--- src/rtl/key_debounce_multi_if.sv ---
// key_debounce_multi_if: raw key pins toward the debouncer, debounced levels and event pulses back
// Signals: key_in (raw pins), key_out (debounced level), key_press / key_release / key_long (1-cycle pulses),
// key_busy (channel window active). master = pin/consumer side, slave = debouncer.
interface key_debounce_multi_if #(
    parameter int NUM_KEYS = 4
);
    logic [NUM_KEYS-1:0] key_in;
    logic [NUM_KEYS-1:0] key_out;
    logic [NUM_KEYS-1:0] key_press;
    logic [NUM_KEYS-1:0] key_release;
    logic [NUM_KEYS-1:0] key_long;
    logic [NUM_KEYS-1:0] key_busy;
    modport master (output key_in, input key_out, key_press, key_release, key_long, key_busy);
    modport slave (input key_in, output key_out, key_press, key_release, key_long, key_busy);
endinterface

--- src/rtl/key_debounce_multi.sv ---
// key_debounce_multi: per-channel synchroniser plus lock-out (MODE 0) or stable-confirm (MODE 1) debouncer
// Ports: clk, nrst (async active-low), bus (slave modport): key_in raw pins in; key_out debounced level,
// key_press / key_release / key_long 1-cycle pulses and key_busy window flag out, one bit per channel.
module key_debounce_multi #(
    parameter int NUM_KEYS    = 4,
    parameter int DEB_CYCLES  = 1_000_000,
    parameter int LONG_CYCLES = 50_000_000,
    parameter int SYNC_STAGES = 2,
    parameter bit MODE        = 1'b1,
    parameter bit PRESS_LEVEL = 1'b0
) (
    input logic clk,
    input logic nrst,
    key_debounce_multi_if.slave bus
);
    localparam int DW = $clog2(DEB_CYCLES);
    // LC keeps the hold counter at least one bit wide when long-press is disabled
    localparam int LC = (LONG_CYCLES > 0) ? LONG_CYCLES : 1;
    localparam int HW = $clog2(LC + 1);
    localparam logic REL = !PRESS_LEVEL;
    // COUNT is the confirm window in MODE 1 and the lock-out window in MODE 0
    typedef enum logic {STABLE, COUNT} state_t;
    for (genvar i = 0; i < NUM_KEYS; i++) begin : g_ch
        logic [SYNC_STAGES-1:0] sync;
        logic key_sync, upd;
        logic out_r, press_r, rel_r, long_r, busy_r;
        logic [DW-1:0] cnt;
        logic [HW-1:0] hold;
        state_t state;
        assign key_sync = sync[SYNC_STAGES-1];
        // lock-out takes a differing sample at once; confirm takes it at the end of a full window
        assign upd = (key_sync != out_r) &&
                     (MODE ? (state == COUNT && cnt == DW'(DEB_CYCLES - 1)) : (state == STABLE));
        always_ff @(posedge clk or negedge nrst)
            if (!nrst) begin
                sync    <= {SYNC_STAGES{REL}};
                state   <= STABLE;
                cnt     <= '0;
                hold    <= '0;
                out_r   <= REL;
                press_r <= 1'b0;
                rel_r   <= 1'b0;
                long_r  <= 1'b0;
                busy_r  <= 1'b0;
            end else begin
                sync    <= {sync[SYNC_STAGES-2:0], bus.key_in[i]};
                out_r   <= upd ? key_sync : out_r;
                press_r <= upd && key_sync == PRESS_LEVEL;
                rel_r   <= upd && key_sync != PRESS_LEVEL;
                long_r  <= (LONG_CYCLES != 0) && !upd && out_r == PRESS_LEVEL && hold == HW'(LC - 1);
                // hold restarts on every key_out change, saturates so key_long never repeats
                hold    <= (upd || out_r != PRESS_LEVEL) ? '0 : (hold == HW'(LC) ? hold : hold + 1'b1);
                if (state == STABLE) begin
                    cnt    <= '0;
                    state  <= (key_sync != out_r) ? COUNT : STABLE;
                    busy_r <= key_sync != out_r;
                end else if ((MODE && key_sync == out_r) || cnt == DW'(DEB_CYCLES - 1)) begin
                    cnt    <= '0;
                    state  <= STABLE;
                    busy_r <= 1'b0;
                end else begin
                    cnt <= cnt + 1'b1;
                end
            end
        assign bus.key_out[i]     = out_r;
        assign bus.key_press[i]   = press_r;
        assign bus.key_release[i] = rel_r;
        assign bus.key_long[i]    = long_r;
        assign bus.key_busy[i]    = busy_r;
    end
endmodule

--- src/flat_wrapper.sv ---
// flat-port wrapper written by rule: the top's interface ports become plain ports
module key_debounce_multi_flat 
#(
    parameter int NUM_KEYS    = 4,
    parameter int DEB_CYCLES  = 1_000_000,
    parameter int LONG_CYCLES = 50_000_000,
    parameter int SYNC_STAGES = 2,
    parameter bit MODE        = 1'b1,
    parameter bit PRESS_LEVEL = 1'b0
)
  (clk, nrst, bus_key_in, bus_key_out, bus_key_press, bus_key_release, bus_key_long, bus_key_busy);
  key_debounce_multi_if #(.NUM_KEYS(NUM_KEYS)) bus_i ();
  input logic clk;
  input logic nrst;
  input wire logic [$bits(bus_i.key_in)-1:0] bus_key_in;
  output wire logic [$bits(bus_i.key_out)-1:0] bus_key_out;
  output wire logic [$bits(bus_i.key_press)-1:0] bus_key_press;
  output wire logic [$bits(bus_i.key_release)-1:0] bus_key_release;
  output wire logic [$bits(bus_i.key_long)-1:0] bus_key_long;
  output wire logic [$bits(bus_i.key_busy)-1:0] bus_key_busy;
  assign bus_i.key_in = bus_key_in;
  assign bus_key_out = bus_i.key_out;
  assign bus_key_press = bus_i.key_press;
  assign bus_key_release = bus_i.key_release;
  assign bus_key_long = bus_i.key_long;
  assign bus_key_busy = bus_i.key_busy;
  key_debounce_multi #(.NUM_KEYS(NUM_KEYS), .DEB_CYCLES(DEB_CYCLES), .LONG_CYCLES(LONG_CYCLES), .SYNC_STAGES(SYNC_STAGES), .MODE(MODE), .PRESS_LEVEL(PRESS_LEVEL)) u_core (.clk(clk), .nrst(nrst), .bus(bus_i));
endmodule
--- config.mk ---
export PLATFORM = sky130hd
export DESIGN_NAME = key_debounce_multi_flat
export DESIGN_NICKNAME = d
export VERILOG_FILES = /design/src/rtl/key_debounce_multi_if.sv /design/src/rtl/key_debounce_multi.sv /design/src/flat_wrapper.sv
export SDC_FILE = /design/constraint.sdc
export NUM_CORES = 1
export LEC_CHECK = 0
export ABC_AREA = 1
export CAP_MARGIN = 20
export CORE_UTILIZATION = 65
export CTS_CLUSTER_DIAMETER = 60
export DETAILED_ROUTE_END_ITERATION = 16
export GPL_TIMING_DRIVEN = 0
export PLACE_DENSITY = 0.83
export REMOVE_ABC_BUFFERS = 1
export SLEW_MARGIN = 40
export SYNTH_ARGS = -nofsm -noshare
export SYNTH_HDL_FRONTEND = slang
export SYNTH_SLANG_ARGS = --single-unit
--- constraint.sdc ---
create_clock -name clk -period 2.2 [get_ports clk]
set_input_delay 0.22 -clock clk [delete_from_list [all_inputs] [get_ports clk]]
set_output_delay 0.22 -clock clk [all_outputs]
set_load 0.05 [all_outputs]
==> flow_metrics.env <==
export IMPL_grt_antenna_before_repair=0
export IMPL_fin_ws_ns=0.0861
export IMPL_switching_share_pct=21.9
export IMPL_irDropWorstVdd_mv=0.633
export IMPL_async_flop_share_pct=100
export IMPL_rsz0062_at_grt="false"
export IMPL_start_kind="flop"
export IMPL_synth_top_area_cell="dfrtp_1"
export IMPL_row_count=50
export IMPL_synth_top_cell_area_share_pct=40.8
export IMPL_crit_arrival_ns=1.89
export IMPL_slowest_stage="clkdlybuf4s50_1"
export IMPL_diodes=0
export IMPL_grt_busiest_layer="met2"
export IMPL_yosys_warnings=0
export IMPL_grt_pass1_wl_mm=46.1
export IMPL_avgSynthCellArea_sq_um=7.07
export IMPL_finalCritPeriodShare_pct=96.1
export IMPL_p_sw_mw=1.85
export IMPL_grt_pass1_vias=10300
export IMPL_final_area_sq_um=13700
export IMPL_yosys_cell_types_count=37
export IMPL_skew_ns=0.00998
export IMPL_die_w_um=141
export IMPL_final_common_cell="nand2_1"
export IMPL_path_cells="clkdlybuf4s50_1"
export IMPL_worstPathMaxFanout=3
export IMPL_finalHoldViolCount=0
export IMPL_drv_cap=0
export IMPL_synth_cell_area_sq_um=12500
export IMPL_drive_above_1_share_pct=7.02
export IMPL_place_ws_ns=0.339
export IMPL_numPortBuffers=25
export IMPL_placed_area_sq_um=12900
export IMPL_cts_setup_buffers=0
export IMPL_p_comb_share_pct=3.7
export IMPL_core_sq_um=18800
export IMPL_antenna_left=0
export IMPL_vias=10800
export IMPL_clkTransAtPathRegs_ns=0.06
export IMPL_clock_sinks=216
export IMPL_nets=1809
export IMPL_grt_use_met3_pct=4.04
export IMPL_dp_cells=1998
export IMPL_start_util_pct=66.7
export IMPL_pin_count=26
export IMPL_drc=0
export IMPL_cp_required_ns=1.98
export IMPL_hp_class="primary input to flop"
export IMPL_cts_tree="yes"
export IMPL_max_freq_mhz=473
export IMPL_relSlewSlack_pct=61.9
export IMPL_postCtsResizedCells=0
export IMPL_ys_ff_latch=216
export IMPL_gp_congestion=0.899
export IMPL_synth_flop_cell="dfrtp_1"
export IMPL_syn_inst=1770
export IMPL_criticalPathCategory="flop to primary output"
export IMPL_htree_levels=1
export IMPL_die_h_um=141
export IMPL_status="complete, no violations"
export IMPL_grtUsageMet2_pct=47.9
export IMPL_routedWlPerCell_um=12.9
export IMPL_initialDrtViolationCount=712
export IMPL_instances_no_fill=2043
export IMPL_tns_ns=0
export IMPL_drv_slew=0
export IMPL_gr_total_overflow=0
export IMPL_wirelength_mm=26.4
export IMPL_power_leakage_nw=5.95
export IMPL_max_stage_delay_ns=0.81
export IMPL_cts_made_buffers=24
export IMPL_p_total_mw=8.46
export IMPL_grtUsageMet1_pct=37.6
export IMPL_power_frac_seq_pct=47.8
export IMPL_drt_pass1_iter_count=7
export IMPL_clock_latency_ns=0.52
export IMPL_synthTopCellsByArea="dfrtp_1 41%, nand2_1 15%, nor2_1 13%"
export IMPL_hold_ws_ns=0.112
export IMPL_ys_seq_area_share_pct=43.3
export IMPL_critPathTopFamily="buffers and inverters"
export IMPL_cp_end_kind="primary output"
export IMPL_cp_num_buf_inv=1
export IMPL_clock_root_buffer="clkbuf_16"
export IMPL_grt_use_total_pct=28.0
export IMPL_dp_hpwl_mm=19.1
export IMPL_fin_util_pct=72.9
export IMPL_tightest_slew_ns=0.570
export IMPL_clkPwrFrac_pct=48.5
export IMPL_power_density_nw_per_um2=618
export IMPL_clock_path_buffers=3
export IMPL_layout_min_cycle_time_ns=2.11
export IMPL_most_common_layout_cells="487 x nand2_1, 433 x nor2_1, 204 x dfrtp_1, 193 x inv_1, 115 x nand3_1"
export IMPL_via_per_inst=5.30
export IMPL_fp_dieArea_sq_um=19800
export IMPL_intPower_mw=6.61
export IMPL_grt_max_degree=76
export IMPL_finalSetupViolCount=0
export IMPL_synth_edf_count=0
export IMPL_holdBufCountCts=1
export IMPL_area_delta_synth_final_pct=9.37
flip-flops by register name (all words and copies together), names as in the netlist:
name	cells
u_core.g_ch.out_r	4
u_core.g_ch.sync	8
u_core.g_ch.rel_r	4
u_core.g_ch.busy_r	4
u_core.g_ch.state	4
u_core.g_ch.cnt	80
u_core.g_ch.long_r	4
u_core.g_ch.press_r	4
u_core.g_ch.hold	104
layer usage:
metal  wire [um]  part of all wire [%]
met1       12200                    46
met2       12400                    47
met3        1250                   4.7
met4         554                   2.1
met5           0                     0
cell type report:
| cell class | instances | area [sq um] |
|---|---|---|
| clock buffer | 36 | 727 |
| fill | 1478 | 5080 |
| sequential | 216 | 5420 |
| timing repair buffer | 29 | 348 |
| inverter | 206 | 773 |
| multi-input combinational | 1314 | 6030 |
| clock inverter | 8 | 96.3 |
| tap | 234 | 293 |
cells by family (layout without fill, tap and decap cells):
family          Yosys count  count (layout)  synth area share [%]
compound gates           47              47                  2.05
buf+inv                 240             279                  8.51
fa+ha+maj                12              12                  1.20
simple gates           1196            1196                  40.8
xor+xnor                 59              59                  4.13
flops                   216             216                  43.3
power by group through the flow:
stage	sequential, mW	combinational (mW)	clock [mW]
2_1_floorplan	4.15	0.111	0
3_3_place_gp	4.12	0.287	0
3_5_place_dp	4.12	0.314	0
4_1_cts	4.05	0.318	4.19
5_1_grt	4.05	0.349	4.34
6_report	4.05	0.309	4.11
path summary, 6_finish.rpt:
path / from / cells past startpoint / slack, ns / to
setup / recovery: u_core.g_ch[2].out_r / 1 / 0.09 / bus_key_out[2]
hold / removal: bus_key_in[0] / 1 / 0.11 / u_core.g_ch[0].sync[0]
setup reg to reg: u_core.g_ch[3].cnt[0] / 10 / 0.33 / u_core.g_ch[3].busy_r
hold reg to reg: u_core.g_ch[3].sync[0] / 0 / 0.35 / u_core.g_ch[3].sync[1]
max in group asynchronous: nrst / 4 / 1.10 / u_core.g_ch[3].out_r
min in group asynchronous: nrst / 2 / 0.16 / u_core.g_ch[2].hold[16]
Yosys cell counts, types with 13 or more instances:
cell / count
nand2_1: 487
nor2_1: 433
dfrtp_1: 204
inv_1: 193
nand3_1: 115
nor3_1: 61
xor2_1: 36
nand4_1: 25
nor2_2: 23
xnor2_1: 23
a21oi_1: 22
buf_4: 21
inv_2: 13
No activity file was read; power rests on OpenSTA's default activity.
